<file path="src/rtl/punc_mem_arbiter.sv">
// punc_mem_arbiter: grants a core port and a loader/debug port onto one single-port synchronous memory.
// Define PUNC_ARB_RR_EN to alternate between simultaneous requesters; otherwise the core always wins.
module punc_mem_arbiter #(
   parameter int ADDR_W = 16,
   parameter int DATA_W = 16
) (
   input  logic              clk,
   input  logic              rst,
   input  logic              core_req,
   input  logic              core_we,
   input  logic [ADDR_W-1:0] core_addr,
   input  logic [DATA_W-1:0] core_wdata,
   output logic              core_ack,
   output logic [DATA_W-1:0] core_rdata,
   output logic              core_stall,
   input  logic              ld_req,
   input  logic              ld_we,
   input  logic [ADDR_W-1:0] ld_addr,
   input  logic [DATA_W-1:0] ld_wdata,
   output logic              ld_ack,
   output logic [DATA_W-1:0] ld_rdata,
   input  logic              ld_halt,
   output logic              mem_en,
   output logic              mem_we,
   output logic [ADDR_W-1:0] mem_addr,
   output logic [DATA_W-1:0] mem_wdata,
   input  logic [DATA_W-1:0] mem_rdata
);

   typedef enum logic [1:0] {IDLE, ACC, RESP} state_t;
   typedef enum logic {CORE = 1'b0, LD = 1'b1} owner_t;

   state_t            state;
   owner_t            owner;
   owner_t            winner;
   logic              lat_we;
   logic [ADDR_W-1:0] lat_addr;
   logic [DATA_W-1:0] lat_wdata;
   logic              core_elig;
   logic              ld_elig;
   logic              sel_we;
   logic [ADDR_W-1:0] sel_addr;
   logic [DATA_W-1:0] sel_wdata;
`ifdef PUNC_ARB_RR_EN
   owner_t            rr_ptr;   // requester that wins the next contention
`endif

   assign core_elig = core_req & ~ld_halt;
   assign ld_elig   = ld_req;

   // NOTE: every variable written here gets a default first, so no latch is inferred.
   always_comb begin
      winner = CORE;
      if (core_elig && ld_elig) begin
`ifdef PUNC_ARB_RR_EN
         winner = rr_ptr;
`else
         winner = CORE;
`endif
      end else if (ld_elig) begin
         winner = LD;
      end
      sel_we    = (winner == LD) ? ld_we    : core_we;
      sel_addr  = (winner == LD) ? ld_addr  : core_addr;
      sel_wdata = (winner == LD) ? ld_wdata : core_wdata;
   end

   // NOTE: non-blocking assignments so every register updates from pre-edge values.
   always_ff @(posedge clk or posedge rst) begin
      if (rst) begin
         state     <= IDLE;
         owner     <= CORE;
         lat_we    <= 1'b0;
         lat_addr  <= '0;
         lat_wdata <= '0;
         mem_en    <= 1'b0;
         mem_we    <= 1'b0;
         core_ack  <= 1'b0;
         ld_ack    <= 1'b0;
`ifdef PUNC_ARB_RR_EN
         rr_ptr    <= CORE;
`endif
      end else begin
         core_ack <= 1'b0;
         ld_ack   <= 1'b0;
         case (state)
            IDLE: begin
               if (core_elig || ld_elig) begin
                  owner     <= winner;
                  lat_we    <= sel_we;
                  lat_addr  <= sel_addr;
                  lat_wdata <= sel_wdata;
                  mem_en    <= 1'b1;
                  mem_we    <= sel_we;
`ifdef PUNC_ARB_RR_EN
                  rr_ptr    <= (winner == CORE) ? LD : CORE;
`endif
                  state     <= ACC;
               end
            end
            ACC: begin
               mem_en   <= 1'b0;
               mem_we   <= 1'b0;
               core_ack <= (owner == CORE);
               ld_ack   <= (owner == LD);
               state    <= RESP;
            end
            RESP:    state <= IDLE;
            default: state <= IDLE;
         endcase
      end
   end

   // Read data arrives from the memory during RESP, so it is steered rather than re-registered.
   assign mem_addr   = lat_addr;
   assign mem_wdata  = lat_wdata;
   assign core_rdata = (core_ack && !lat_we) ? mem_rdata : '0;
   assign ld_rdata   = (ld_ack && !lat_we) ? mem_rdata : '0;
   assign core_stall = core_req & ~core_ack;

endmodule

</file>
<file path="config.mk">
export PLATFORM = sky130hd
export DESIGN_NAME = punc_mem_arbiter
export DESIGN_NICKNAME = d
export VERILOG_FILES = /design/src/rtl/punc_mem_arbiter.sv
export SDC_FILE = /design/constraint.sdc
export NUM_CORES = 1
export LEC_CHECK = 0
export CORE_MARGIN = 3
export CORE_UTILIZATION = 33
export DETAILED_ROUTE_END_ITERATION = 8
export PLACE_DENSITY = 0.8
export SLEW_MARGIN = 20
export SYNTH_ARGS = -nofsm -noshare
export SYNTH_HDL_FRONTEND = slang
export SYNTH_SLANG_ARGS = --single-unit
</file>
<file path="constraint.sdc">
create_clock -name clk -period 1.15 [get_ports clk]
set_clock_uncertainty 0.1 [all_clocks]
set_input_delay 0.1725 -clock clk [delete_from_list [all_inputs] [get_ports clk]]
set_output_delay 0.1725 -clock clk [all_outputs]
set_load 0.005 [all_outputs]
</file>
# ---- Yosys cells after proc, flatten, opt, wreduce, memory -nomap -nowiden
# Index checks and enable logic that the tools add are counted.
dict set report totals {
  ff_bits 40
  latch_bits 0
  mem_bits_rw 0
  mem_bits_ro 0
  in_bits 87
  output_inout_bits 69
  memories 0
}
dict set report classes {
  n_addsub 0
  mul 0
  n_div 0
  magnitude_cmp 0
  eq_ne 2
  n_shift 0
  muxes 15
  bitwise_logic 5
  n_reduce_logical 9
}
# cell n
set op_table {}
lappend op_table {{$mux 16} 4}
lappend op_table {{$mux 1} 7}
lappend op_table {{$pmux 1 s2} 2}
lappend op_table {{$pmux 2 s2} 1}
lappend op_table {{$reduce_and 2->1} 2}
lappend op_table {{$logic_and 1x1->1} 3}
lappend op_table {{$not 1->1} 3}
lappend op_table {{$and 1x1->1} 2}
lappend op_table {{$eq 2x1->1 const B} 1}
lappend op_table {{$logic_not 2->1} 1}
lappend op_table {{$mux 2} 1}
lappend op_table {{$ne 2x2->1 const B} 1}
lappend op_table {{$reduce_bool 2->1} 1}
lappend op_table {{$logic_not 1->1} 1}
lappend op_table {{$logic_or 1x1->1} 1}

# ---- Logic depth before layout (Yosys ltp)
dict set report logic_depth {
  depth_word 7
  ltp_mapped 5
  ltp_nobuf 3
}

# ---- Least setup slack after synthesis
# No wires, ideal clock.
dict set report synth_timing {
  kind {reg-to-reg}
  startpoint {register state[1]}
  endpoint {register lat_addr[0] (netlist: mem_addr[0])}
  setup_time_ps 130
  t_arrival_ps 1050
  required_time_ps 920
  slack_ps -129
  stages_incl_launch_ff 5
  period_less_slack_ps 1279
  path_cell_list {dfrtp_1 > nor2_1 > o21ai_4 > buf_2 > o2bb2ai_1}
}
dict set report synth_via {
  elab_chain_len 2
}
# item line_no
set synth_rtl {}
lappend synth_rtl {{start: declaration} 33} ;# state_t state;
lappend synth_rtl {{start signal: assignment} 71} ;# state <= IDLE;
lappend synth_rtl {{start signal: assignment} 98} ;# state <= ACC;
lappend synth_rtl {{start signal: assignment} 106} ;# state <= RESP;
lappend synth_rtl {{$logic_not 2->1} 86} ;# case (state)
lappend synth_rtl {{$reduce_and 2->1 (no source line)} --}
lappend synth_rtl {{end signal: assignment} 91} ;# lat_addr <= sel_addr;
lappend synth_rtl {{end: declaration} 37} ;# logic [ADDR_W-1:0] lat_addr;
# No other way between the ends.
# A chain may end at the register's enable or synchronous reset.

# ---- Final worst setup path
dict set report layout_timing {
  startpoint {register lat_we}
  endpoint {output core_rdata[12]}
}
dict set report layout_via {
  elab_chain_len 3
}
# item line_no
set layout_rtl {}
lappend layout_rtl {{start: declaration} 36} ;# logic lat_we;
lappend layout_rtl {{start signal: assignment} 90} ;# lat_we <= sel_we;
lappend layout_rtl {{$logic_not 1->1} 117} ;# assign core_rdata = (core_ack && !lat_we) ? mem_rdata : '0;
lappend layout_rtl {{$logic_and 1x1->1} 117}
lappend layout_rtl {{$mux 16} 117}
lappend layout_rtl {{end: declaration} 14} ;# output logic [DATA_W-1:0] core_rdata,
# No other way between the ends.

==> results.cfg <==
[outcome]
status = finished with violations
failing_checks = setup timing

[sta]
finalHoldViolations = 0
min_period_ns = 1.619
worst-slew-pin-transition_ns = 0.3433
final.setup.worst_slack_ns = -0.4689
holdWs_ns = 0.1668
final-max-slew-violation-count = 0
fin_crit_sh_pct = 140.8
maxClockFrequency_ghz = 0.6177
tns_ns = -22.77
final_setup_violations = 75
rsz0062_at_grt = yes
max_slew_margin_vs_limit_pct = 77.01

[setup_path]
path_max_fanout = 8
worst-r2r-cell-count = 5
cp-start-kind = flop
cp_data_arrival_time_ns = 1.35
slowest_stage = dfrtp_1
r2r_slack_ns = -0.30
critical_path.max_stage_delay_ns = 0.43
worst_r2r_endpoint = mem_wdata[2]
crit_path_cell_trace = buf_6 > nor2b_4 > buf_6 > and2_4 > buf_6
criticalPathCategory = flop to output pin
timing.critical_path.mode_cell = buf_6
required_arrival_time_at_the_worst_endpoint_ns = 0.88
end_kind = output pin
r2r-start = state[0]

[global_route]
global_route_wire_length_before_repair_mm = 15.22
antenna_found_initial = 1
grt.overflow.total = 0
first_global_vias = 2917
grt.total_usage_pct = 23.24
grt_start_max_net_pins = 25

[placed_design]
placed_cells = 468
detailedPlace.worstSlack_ns = -0.6252
hpwl_mm = 6.065
buffer_ports.inserted = 155
gpl.final_weighted_congestion = 0.7445

[yosys]
yosys_warnings = 0
synth_area_per_cell_um2 = 10.72
ys_seq_area_share_pct = 43.03
postSynthRegisterBits = 40
syn_inst = 217
cell_area_synth_mm2 = 0.002326
syn-num-nets = 304
yosysUniqueCellTypes = 27

[detailed_routing]
wire_per_inst_um = 19.45
final_antenna_net_count = 0
drt_pass1_iterations = 4
vias = 2655
detail_route.drc_violations = 0
dr.first_iter.drc_count = 126
drt-total-wl_mm = 9.959
avgViaCountPerCell = 5.186

[floorplanning]
design.core.area_mm2 = 0.006604
floorplan.initialDensity_pct = 35.22
ios = 156
placement_rows = 29
dieHeight_um = 89.96
floorplan.die.width_um = 89.96
die_area_mm2 = 0.008092

[cts]
holdBufCountCts = 0
cts_tree = done
clk-insertion-delay-late_ns = 0.29
cts_max_path_buffers = 2
worst_setup_hold_path_clk_slew_ns = 0.08
cts_buffers = 5
clock-root-buffer = clkbuf_8
cts_num_sinks = 40
htree_levels = 2

[layout]
fill_cells = 437
instances_no_fill = 512
ratio_of_cells_with_drive_above_1_in_the_final_layout_pct = 52.87
nets = 504
area_growth_syn_to_layout_pct = 114.3

[min_path]
hp-class = input pin to async pin

[power]
p_leak_nw = 2.282
irDropWorstVdd_mv = 1.259
power_density_mw_per_mm2 = 2108

[flow_run]
timing.max_cap.violations = 0
cells by family after synthesis:
logic type | share of synthesized area, %
buf+inv | 8.875
flops | 43.03
compound gates | 23.40
simple gates | 24.69
metal layers:
| metal | track usage [%] | wire [um] | part of all wire, % | up-vias |
|---|---|---|---|---|
| met2 | 41.17 | 5137 | 52 | 148 |
| met4 | 8.418 | 333 | 3.3 | 0 |
| li1 | - | - | - | 1215 |
| met5 | 0 | 0 | 0 | - |
| met3 | 7.012 | 753 | 7.6 | 28 |
| met1 | 26.46 | 3736 | 38 | 1264 |
worst max-delay path: cells and delay by family (launching register included):
kind	cells	cell delay (ns)
and+or+nand+nor	2	0.26
DFF	1	0.43
buffers and inverters	3	0.36
stage by stage:
step | total power, mW | cell area [um2] | util (%)
floorplan | 4.035 | 2354 | -
global placement | 6.421 | 4071 | 61.65
detailed placement | 6.502 | 4071 | 61.65
CTS | 9.576 | 4718 | 71.45
global route | 11.01 | 4985 | 75.48
finish | 10.51 | 4985 | 75.48
layout make-up:
class	count	area, um2	share of cell area [%]
clock inverters	2	35.03	0.7028
repair buffers	216	2102	42.17
multi-input cells	150	1632	32.73
flip-flops and latches	40	1001	20.08
well taps	93	116.4	2.334
diodes	1	2.502	0.05020
inverters	4	23.77	0.4769
clock buffers	6	72.57	1.456
state kept, by name, summed over array words and instances, names as in the netlist:
register,cells
core_ack,1
lat_we,1
mem_wdata,16
owner,1
mem_addr,16
mem_we,1
state,2
ld_ack,1
mem_en,1
Yosys cell counts:
master | n | area (um2)
o21ai_4 | 1 | 16.27
inv_2 | 1 | 3.750
a21oi_1 | 2 | 10.01
and3b_1 | 30 | 262.8
a31oi_1 | 33 | 206.5
inv_1 | 3 | 11.26
or2_1 | 1 | 6.260
nor4b_1 | 1 | 8.760
o2bb2ai_1 | 33 | 289.0
a211oi_1 | 1 | 7.510
nand2b_1 | 2 | 12.51
buf_6 | 4 | 45.04
and2_1 | 33 | 206.5
clkbuf_1 | 6 | 22.52
nor2_1 | 2 | 7.510
buf_2 | 6 | 30.03
nor2b_4 | 1 | 13.76
o21bai_1 | 1 | 7.510
buf_12 | 1 | 20.02
nor2b_1 | 3 | 18.77
buf_4 | 2 | 15.01
clkbuf_8 | 1 | 13.76
and3b_2 | 3 | 30.03
o31ai_1 | 1 | 7.510
buf_8 | 3 | 45.04
nand2_1 | 2 | 7.510
dfrtp_1 | 40 | 1001
where the power goes:
group | internal (mW) | leakage, nW | switching [mW]
Combinational | 4.06 | 1.73 | 2.71
Sequential | 2.07 | 0.496 | 0.524
Clock | 0.644 | 0.0552 | 0.495
worst max path at each step:
| stage | slack (ns) | depth (start not counted) | end | from |
|---|---|---|---|---|
| global route | -0.52 | 5 | core_rdata[12] | lat_we |
| global placement | -0.62 | 3 | core_stall | core_req |
| finish | -0.47 | 5 | core_rdata[12] | lat_we |
| detailed placement | -0.63 | 3 | core_stall | core_req |
| CTS | -0.53 | 6 | core_rdata[14] | lat_we |
| floorplan | -0.05 | 4 | mem_addr[0] | state[1] |
what timing repair did:
| item | in CTS | in global routing |
|---|---|---|
| hold endpoints to repair | 0 | 0 |
| endpoints found under the setup margin | 106 | 75 |
| setup buffers | 27 | 11 |
| resized for setup | 374 | 68 |
| pin swaps | 31 | 13 |
| gates cloned | 9 | 1 |
placed cells by master (no fill, tap or decap), types with 3 or more instances in the layout:
cell type,n
buf_12,11
and2_4,32
buf_6,49
and3b_2,3
o2bb2ai_4,12
clkbuf_8,5
nor2b_4,3
dlygate4sd2_1,3
and3b_1,30
a31oi_1,33
o2bb2ai_2,21
buf_4,32
dfrtp_1,40
clkdlybuf4s50_1,83
buf_2,36
Power figures use the tool's default switching activity.
